## config.mk

```make
export PLATFORM = sky130hd
export DESIGN_NAME = merge_tree_feeder
export DESIGN_NICKNAME = d
export VERILOG_FILES = /design/src/rtl/merge_tree_feeder_pkg.sv /design/src/rtl/merge_tree_feeder.sv
export SDC_FILE = /design/constraint.sdc
export NUM_CORES = 1
export LEC_CHECK = 0
export CAP_MARGIN = 20
export CORE_AREA = 4 4 129 131
export CTS_BUF_LIST = sky130_fd_sc_hd__clkbuf_4
export CTS_CLUSTER_DIAMETER = 200
export DETAILED_ROUTE_END_ITERATION = 8
export DIE_AREA = 0 0 133 135
export PLACE_DENSITY = 0.74
export RECOVER_POWER = 50
export SETUP_SLACK_MARGIN = 0.1
export SLEW_MARGIN = 10
export SYNTH_ARGS = -nofsm -noshare
export SYNTH_HDL_FRONTEND = slang
export SYNTH_SLANG_ARGS = --single-unit
```

## constraint.sdc

```tcl
create_clock -name CLK -period 2.7 [get_ports CLK]
set_input_delay 0.81 -clock CLK [delete_from_list [all_inputs] [get_ports CLK]]
set_output_delay 0.81 -clock CLK [all_outputs]
set_load 0.02 [all_outputs]
```

## src/rtl/merge_tree_feeder_pkg.sv

```systemverilog
// Shared types and helpers for the merge tree leaf feeder.
package merge_tree_feeder_pkg;

    typedef enum logic [1:0] {
        ST_IDLE = 2'd0,
        ST_SENT = 2'd1,
        ST_DONE = 2'd2
    } state_e;

    localparam int unsigned MAX_DATW = 1024;

    // Max-key sentinel: low keyw bits set, payload bits above the key clear.
    function automatic logic [MAX_DATW-1:0] sentinel_val(input int unsigned datw,
                                                         input int unsigned keyw);
        logic [MAX_DATW-1:0] v;
        v = '0;
        for (int unsigned i = 0; i < MAX_DATW; i++) begin
            if (i < keyw && i < datw) v[i] = 1'b1;
        end
        return v;
    endfunction

    function automatic int unsigned slot_off(input int unsigned datw, input int unsigned c);
        return datw * c;
    endfunction

endpackage

```

## src/rtl/merge_tree_feeder.sv

```systemverilog
// Producer side of the merge sorter tree leaf interface: routes records to leaves,
// appends a per-run sentinel, flags DONE. Optional record counter: MERGE_TREE_FEEDER_CNT_EN.
module merge_tree_feeder
    import merge_tree_feeder_pkg::*;
#(
    parameter int unsigned W_LOG = 2,
    parameter int unsigned DATW  = 64,
    parameter int unsigned KEYW  = 32
) (
    input  logic                       CLK,
    input  logic                       RST,
    input  logic [DATW-1:0]            IN_DIN,
    input  logic [W_LOG-1:0]           IN_IDX,
    input  logic                       IN_LAST,
    input  logic                       IN_VLD,
    output logic                       IN_RDY,
    output logic [(DATW<<W_LOG)-1:0]   DIN,
    output logic [(1<<W_LOG)-1:0]      DINEN,
    input  logic [(1<<W_LOG)-1:0]      FULL,
    output logic                       DONE,
    output logic                       ERR
`ifdef MERGE_TREE_FEEDER_CNT_EN
    ,
    output logic [31:0]                REC_CNT
`endif
);

    localparam int unsigned NCH = 1 << W_LOG;
    localparam logic [DATW-1:0] SENTINEL = DATW'(sentinel_val(DATW, KEYW));

    state_e             state;
    logic [DATW-1:0]    dreg;
    logic [NCH-1:0]     term;
    logic [W_LOG-1:0]   sc;
    logic [NCH-1:0]     elig;
    logic [NCH-1:0]     idx_oh;
    logic [NCH-1:0]     sc_oh;
    logic               xfer;
    logic               issue_rec;

    // A channel just written this cycle is skipped, so a full leaf is never written.
    assign elig      = ~FULL & ~DINEN;
    assign idx_oh    = NCH'(1) << IN_IDX;
    assign sc_oh     = NCH'(1) << sc;
    assign xfer      = IN_VLD & IN_RDY;
    assign issue_rec = (state == ST_IDLE) & xfer & ~term[IN_IDX];

    always_comb begin
        IN_RDY = 1'b0;
        case (state)
            ST_IDLE: IN_RDY = elig[IN_IDX] | term[IN_IDX];
            ST_SENT: IN_RDY = 1'b0;
            ST_DONE: IN_RDY = 1'b1;
            default: IN_RDY = 1'b0;
        endcase
    end

    for (genvar c = 0; c < NCH; c++) begin : g_slot
        assign DIN[slot_off(DATW, c) +: DATW] = dreg;
    end

    always_ff @(posedge CLK or negedge RST) begin
        if (!RST) begin
            state <= ST_IDLE;
            dreg  <= '0;
            DINEN <= '0;
            term  <= '0;
            sc    <= '0;
            DONE  <= 1'b0;
            ERR   <= 1'b0;
        end else begin
            DINEN <= '0;
            case (state)
                ST_IDLE: begin
                    if (issue_rec) begin
                        dreg  <= IN_DIN;
                        DINEN <= idx_oh;
                        if (IN_LAST) begin
                            sc    <= IN_IDX;
                            state <= ST_SENT;
                        end
                    end else if (xfer) begin
                        ERR <= 1'b1;
                    end
                end
                ST_SENT: begin
                    if (elig[sc]) begin
                        dreg  <= SENTINEL;
                        DINEN <= sc_oh;
                        term  <= term | sc_oh;
                        if (&(term | sc_oh)) begin
                            state <= ST_DONE;
                            DONE  <= 1'b1;
                        end else begin
                            state <= ST_IDLE;
                        end
                    end
                end
                ST_DONE: begin
                    if (IN_VLD) ERR <= 1'b1;
                end
                default: state <= ST_IDLE;
            endcase
        end
    end

`ifdef MERGE_TREE_FEEDER_CNT_EN
    // Counts real records only; sentinels and dropped records are excluded.
    always_ff @(posedge CLK or negedge RST) begin
        if (!RST) REC_CNT <= '0;
        else if (issue_rec) REC_CNT <= REC_CNT + 32'd1;
    end
`endif

endmodule

```

# Word level (Yosys, flattened, before mapping)

Index checks and enable logic that the tools add are counted.

Logic and storage cells: 61
Bits in read-only memories: 0
Output and inout port bits: 263
Memories kept: 0
Memory bits (writable): 0
Input bits: 74
Latch bits: 0
Register bits: 78

Magnitude comparators: 2
Bitwise operators: 10
Div/mod/pow operators: 0
Mux-type cells: 22
Reduce and logical (&&, ||, !) cells: 10
Shifts and indexed selects: 2
Add/subtract/negate cells: 0
Multiply operators: 0
Equal/unequal tests: 8

Operator list:

| kind                                                                  | number |
|---|---|
| 64-bit 2-to-1 mux                                                     | 2 |
| 64-bit case mux with 2 select lines                                   | 1 |
| 2-bit inequality test (second input constant)                         | 6 |
| 4-bit AND reduction                                                   | 3 |
| 2-bit 2-to-1 mux                                                      | 4 |
| 4-bit 2-to-1 mux                                                      | 2 |
| 4-bit NOT                                                             | 2 |
| 4-bit case mux with 2 select lines                                    | 1 |
| 1-bit by 2-bit << shifter with 4-bit output (first input constant)    | 2 |
| 1-bit binary-select mux with 2-bit select                             | 3 |
| 2-bit by 3-bit < comparator with 1-bit output (second input constant) | 2 |
| 1-bit 2-to-1 mux                                                      | 6 |
| 2-bit case mux with 3 select lines                                    | 1 |
| 3-bit AND reduction                                                   | 2 |
| 6-bit AND reduction                                                   | 1 |
| 4-bit AND                                                             | 1 |
| 4-bit OR                                                              | 1 |
| 1-bit case mux with 2 select lines                                    | 2 |
| 2-bit nonzero test                                                    | 2 |
| 1-bit AND                                                             | 3 |
| 2-bit by 1-bit == test with 1-bit output (second input constant)      | 1 |
| 2-bit == test (second input constant)                                 | 1 |
| 2-bit logical NOT                                                     | 1 |
| 1-bit NOT                                                             | 2 |
| 2 further kinds                                                       | 2 |

# Depth between registers and ports, before layout

Depth after elaboration: 11
Depth in mapped cells: 7

# Least setup slack after synthesis

No wires, ideal clock.

Path type: input -> output
Start point: input port IN_IDX[1]
End point: output port IN_RDY
Path buffers: 1
Setup slack: -0.136 ns
Cell stages on the path: 5
Arrival time: 2.026 ns
Data required time: 1.890 ns
Path through: buf_2 > or4_1 > o31ai_2 > nor2_1 > a21oi_1

Word-level cells in the longest chain between the ends: 4
Elaborated cells on any way between the ends: 6

Ends and longest elaborated chain:

| item                                      | line                    | text |
|---|---|---|
| from (decl)                               | merge_tree_feeder.sv:13 | `input logic [W_LOG-1:0] IN_IDX,` |
| 1-bit binary-select mux with 2-bit select | merge_tree_feeder.sv:51 | `ST_IDLE: IN_RDY = elig[IN_IDX] \| term[IN_IDX];` |
| 1-bit 2-to-1 mux (implied by the code)    | merge_tree_feeder.sv:51 |  |
| 1-bit OR (*)                              | merge_tree_feeder.sv:51 |  |
| 1-bit case mux with 2 select lines (*)    | merge_tree_feeder.sv:50 | `case (state)` |
| to (decl)                                 | merge_tree_feeder.sv:16 | `output logic IN_RDY,` |

Mark *: on every way between the ends. The rest lies on a longest branch, timed or not. The select of a mux whose other input is x is not followed.

# Worst setup path in the final report

Start point: input port IN_IDX[0]
End point: output port IN_RDY

The elaborated chain is that of the path after synthesis.

==> flow_summary.json <==
{
  "cts_tree": "built",
  "clock.fmax_ghz": 0.373,
  "initial_core_util": 0.321,
  "fillers": 1421,
  "p_sw_frac": 0.462,
  "finalHoldViolations": 0,
  "wirelength_mm": 13.2,
  "syn_inst": 530,
  "root_buffer": "clkbuf_4",
  "fp.dieH_um": 135,
  "synth_cell_types": 34,
  "syn_nets": 604,
  "dpl_cell_area_um2": 7350,
  "start_kind": "primary input",
  "clockBufferDepth": 2,
  "ys_top_cells_by_area": "dfrtp_1, buf_4, mux2i_1, inv_1, nand2_1",
  "hold_depth": 1,
  "drive_gt1_frac": 0.0817,
  "violations": "max-capacitance violations, max-slew violations",
  "cts_hold_buf": 0,
  "cp-end-kind": "output pin",
  "crit_buf_inv": 2,
  "drt-vias-per-instance": 4.09,
  "io_pins": 337,
  "fin_crit_sh": 0.993,
  "routed.top_layer": "met5",
  "critPathKind": "primary input to output pin",
  "path_clk_slew_ns": 0.12,
  "crit_arrival_ns": 1.87,
  "cts.sinks": 78,
  "ys_seq_elements": 78,
  "p_comb_frac": 0.702,
  "pwr-share-seq": 0.223,
  "switchingPower_mw": 5.12,
  "path_depth": 6,
  "grt_usage": 0.143,
  "relSlewSlack": -0.206,
  "netlist.area_leader.share": 0.389,
  "postLayoutCoreUtil": 0.485,
  "syn_area_per_cell_um2": 9.46,
  "crit_path_top_delay_cell": "or4b_4",
  "core_area_um2": 15600,
  "die_area_um2": 18000,
  "setup_violations": 0,
  "antenna_found_initial": 2,
  "ys_warn_count": 0,
  "grt_pass1_vias": 4022,
  "grt_overflow": 0,
  "drtAntennaViolNets": 0,
  "wl_met2_mm": 6.72,
  "r2r_cells": 6,
  "hold_path.class": "flop to flop",
  "tightest_slew_ns": 1.81,
  "final_area_um2": 7560,
  "cts_max_level": 3,
  "areaGrowthSynthToFinish_pct": 50.8,
  "clock_latency_ns": 0.46,
  "powerDensity_nw_per_um2": 1470,
  "fin_skew_ns": 0.0284,
  "drtIter0Drc": 54,
  "required_ns": 1.89,
  "p_int_mw": 5.96,
  "route.detailed.drc": 0,
  "vias": 3738,
  "drtPass1Iterations": 4,
  "critPathTopFamily": "simple AND/OR/NAND/NOR gates",
  "syn-cell-area_um2": 5010,
  "fp.dieW_um": 133,
  "synth_top_cell_by_area": "dfrtp_1",
  "placementRows": 46,
  "io_buffers": 336,
  "peakVddDrop_mv": 0.846,
  "cpPeakStageDelay_ns": 0.54,
  "rsz0062_at_grt": "yes",
  "finalNetCount": 767,
  "grt_pass1_wl_mm": 20.5,
  "finalWeightedCongestion": 0.840,
  "fin_crit_ns": 2.68,
  "leakagePower_nw": 3.71,
  "cts_buffers": 9,
  "cp_max_fo": 3,
  "clock_power_share": 0.075,
  "wl_per_cell_um": 14.5,
  "wl_met1_mm": 5.15,
  "grt_max_degree": 36,
  "slew_viol_final": 32,
  "place_hpwl_mm": 10.4,
  "seq_area_frac_synth": 0.389,
  "timing.hold.ws_ns": 0.487,
  "outcome": "finished, violations left",
  "drv_cap": 1,
  "crit_chain": "buf_8 > or4b_4 > o21ai_4 > nor2_2 > a21oi_2 > buf_6",
  "wl_met3_mm": 1.24
}
kinds of logic (layout without fill, tap and decap cells):
kind of cell | count (synthesis) | after routing | synth area share
other cells | 0 | 1 | 0
compound gates | 18 | 18 | 0.0312
buf+inv | 276 | 444 | 0.359
simple gates | 90 | 90 | 0.0816
flops | 78 | 78 | 0.389
mux | 68 | 68 | 0.139
stage by stage:
stage	total power, mW	worst slack [ns]	instances	setup TNS, ns
6_report	11.1	0.0185	915	0
3_3_place_gp	10.2	-0.904	895	-11.98
2_1_floorplan	7.88	0.0775	530	0
4_1_cts	11.2	-0.00743	912	-0.00743
3_5_place_dp	10.3	-0.912	895	-14.70
5_1_grt	11.7	-0.0315	915	-0.0315
placed cells by master, fill, tap and decap left out, types with 4 or more instances in the layout:
cell type,count
inv_1,67
dfrtp_1,78
nor2_1,32
mux2i_1,65
clkbuf_4,9
nand2b_1,4
buf_12,5
clkdlybuf4s50_1,327
buf_4,19
nand2_1,38
synth_stat cells:
master and n:
o211ai_2 1, mux4_2 1, o21ai_0 1, dfrtp_1 78, buf_2 11, nor2_2 1, or4_1 1, o21bai_1 3
nor2b_1 2, nand2_1 38, buf_6 2, inv_1 67, nor4b_2 1, mux2i_1 65, o31ai_1 1, and2_1 1
o31ai_2 1, nor2_1 33, o21ai_1 2, nand2b_1 4, o41a_1 1, o32ai_1 2, o211ai_1 1, o41ai_4 1
nor4_1 2, buf_4 196, mux2_1 2, and4bb_1 1, nand3_1 1, o22ai_1 2, or3_1 2, or4b_1 1
nor4b_1 2, a21oi_1 2
path summary, 6_finish.rpt:
path,start,to,slack [ns]
setup reg to reg,sc[1]$_DFFE_PN0P_,DINEN[1]$_DFF_PN0_,0.72
hold / removal,ERR$_DFFE_PN0P_,ERR$_DFFE_PN0P_,0.49
hold reg to reg,ERR$_DFFE_PN0P_,ERR$_DFFE_PN0P_,0.49
setup / recovery,IN_IDX[0],IN_RDY,0.02
max in group asynchronous,RST,dreg[49]$_DFFE_PN0P_,0.68
min in group asynchronous,RST,dreg[24]$_DFFE_PN0P_,0.81
what timing repair did:
action	CTS	global route
setup buffers	1	2
pin swaps	6	3
gates resized for setup	29	6
endpoints found under the setup margin	1	1
area by class of cell:
type	count	area, um2	area share
diodes	1	2.50	0.000331
clock buffers	9	67.6	0.00894
clock inverters	7	97.6	0.0129
inverters	67	251	0.0333
multi-input cells	176	1310	0.173
flip-flops and latches	78	1950	0.258
well taps	216	270	0.0357
repair buffers	361	3610	0.477
sequential cells by signal, indices dropped and copies added (netlist names):
name / flops
DINEN: 4
DONE: 1
ERR: 1
dreg: 64
sc: 2
state: 2
term: 4
power by group through the flow:
stage          sequential [mW]  clock, mW  combinational [mW]
3_5_place_dp              2.50          0                7.84
6_report                  2.47      0.834                7.78
3_3_place_gp              2.48          0                7.77
4_1_cts                   2.49      0.878                7.86
5_1_grt                   2.61      0.929                8.16
2_1_floorplan             2.89          0                4.99
layer usage:
metal,GRT usage,up-vias
met1,0.163,1730
met2,0.249,208
li1,-,1785
met3,0.0563,13
met4,0.0416,2
met5,0,-
No activity file was read; power rests on OpenSTA's default activity.
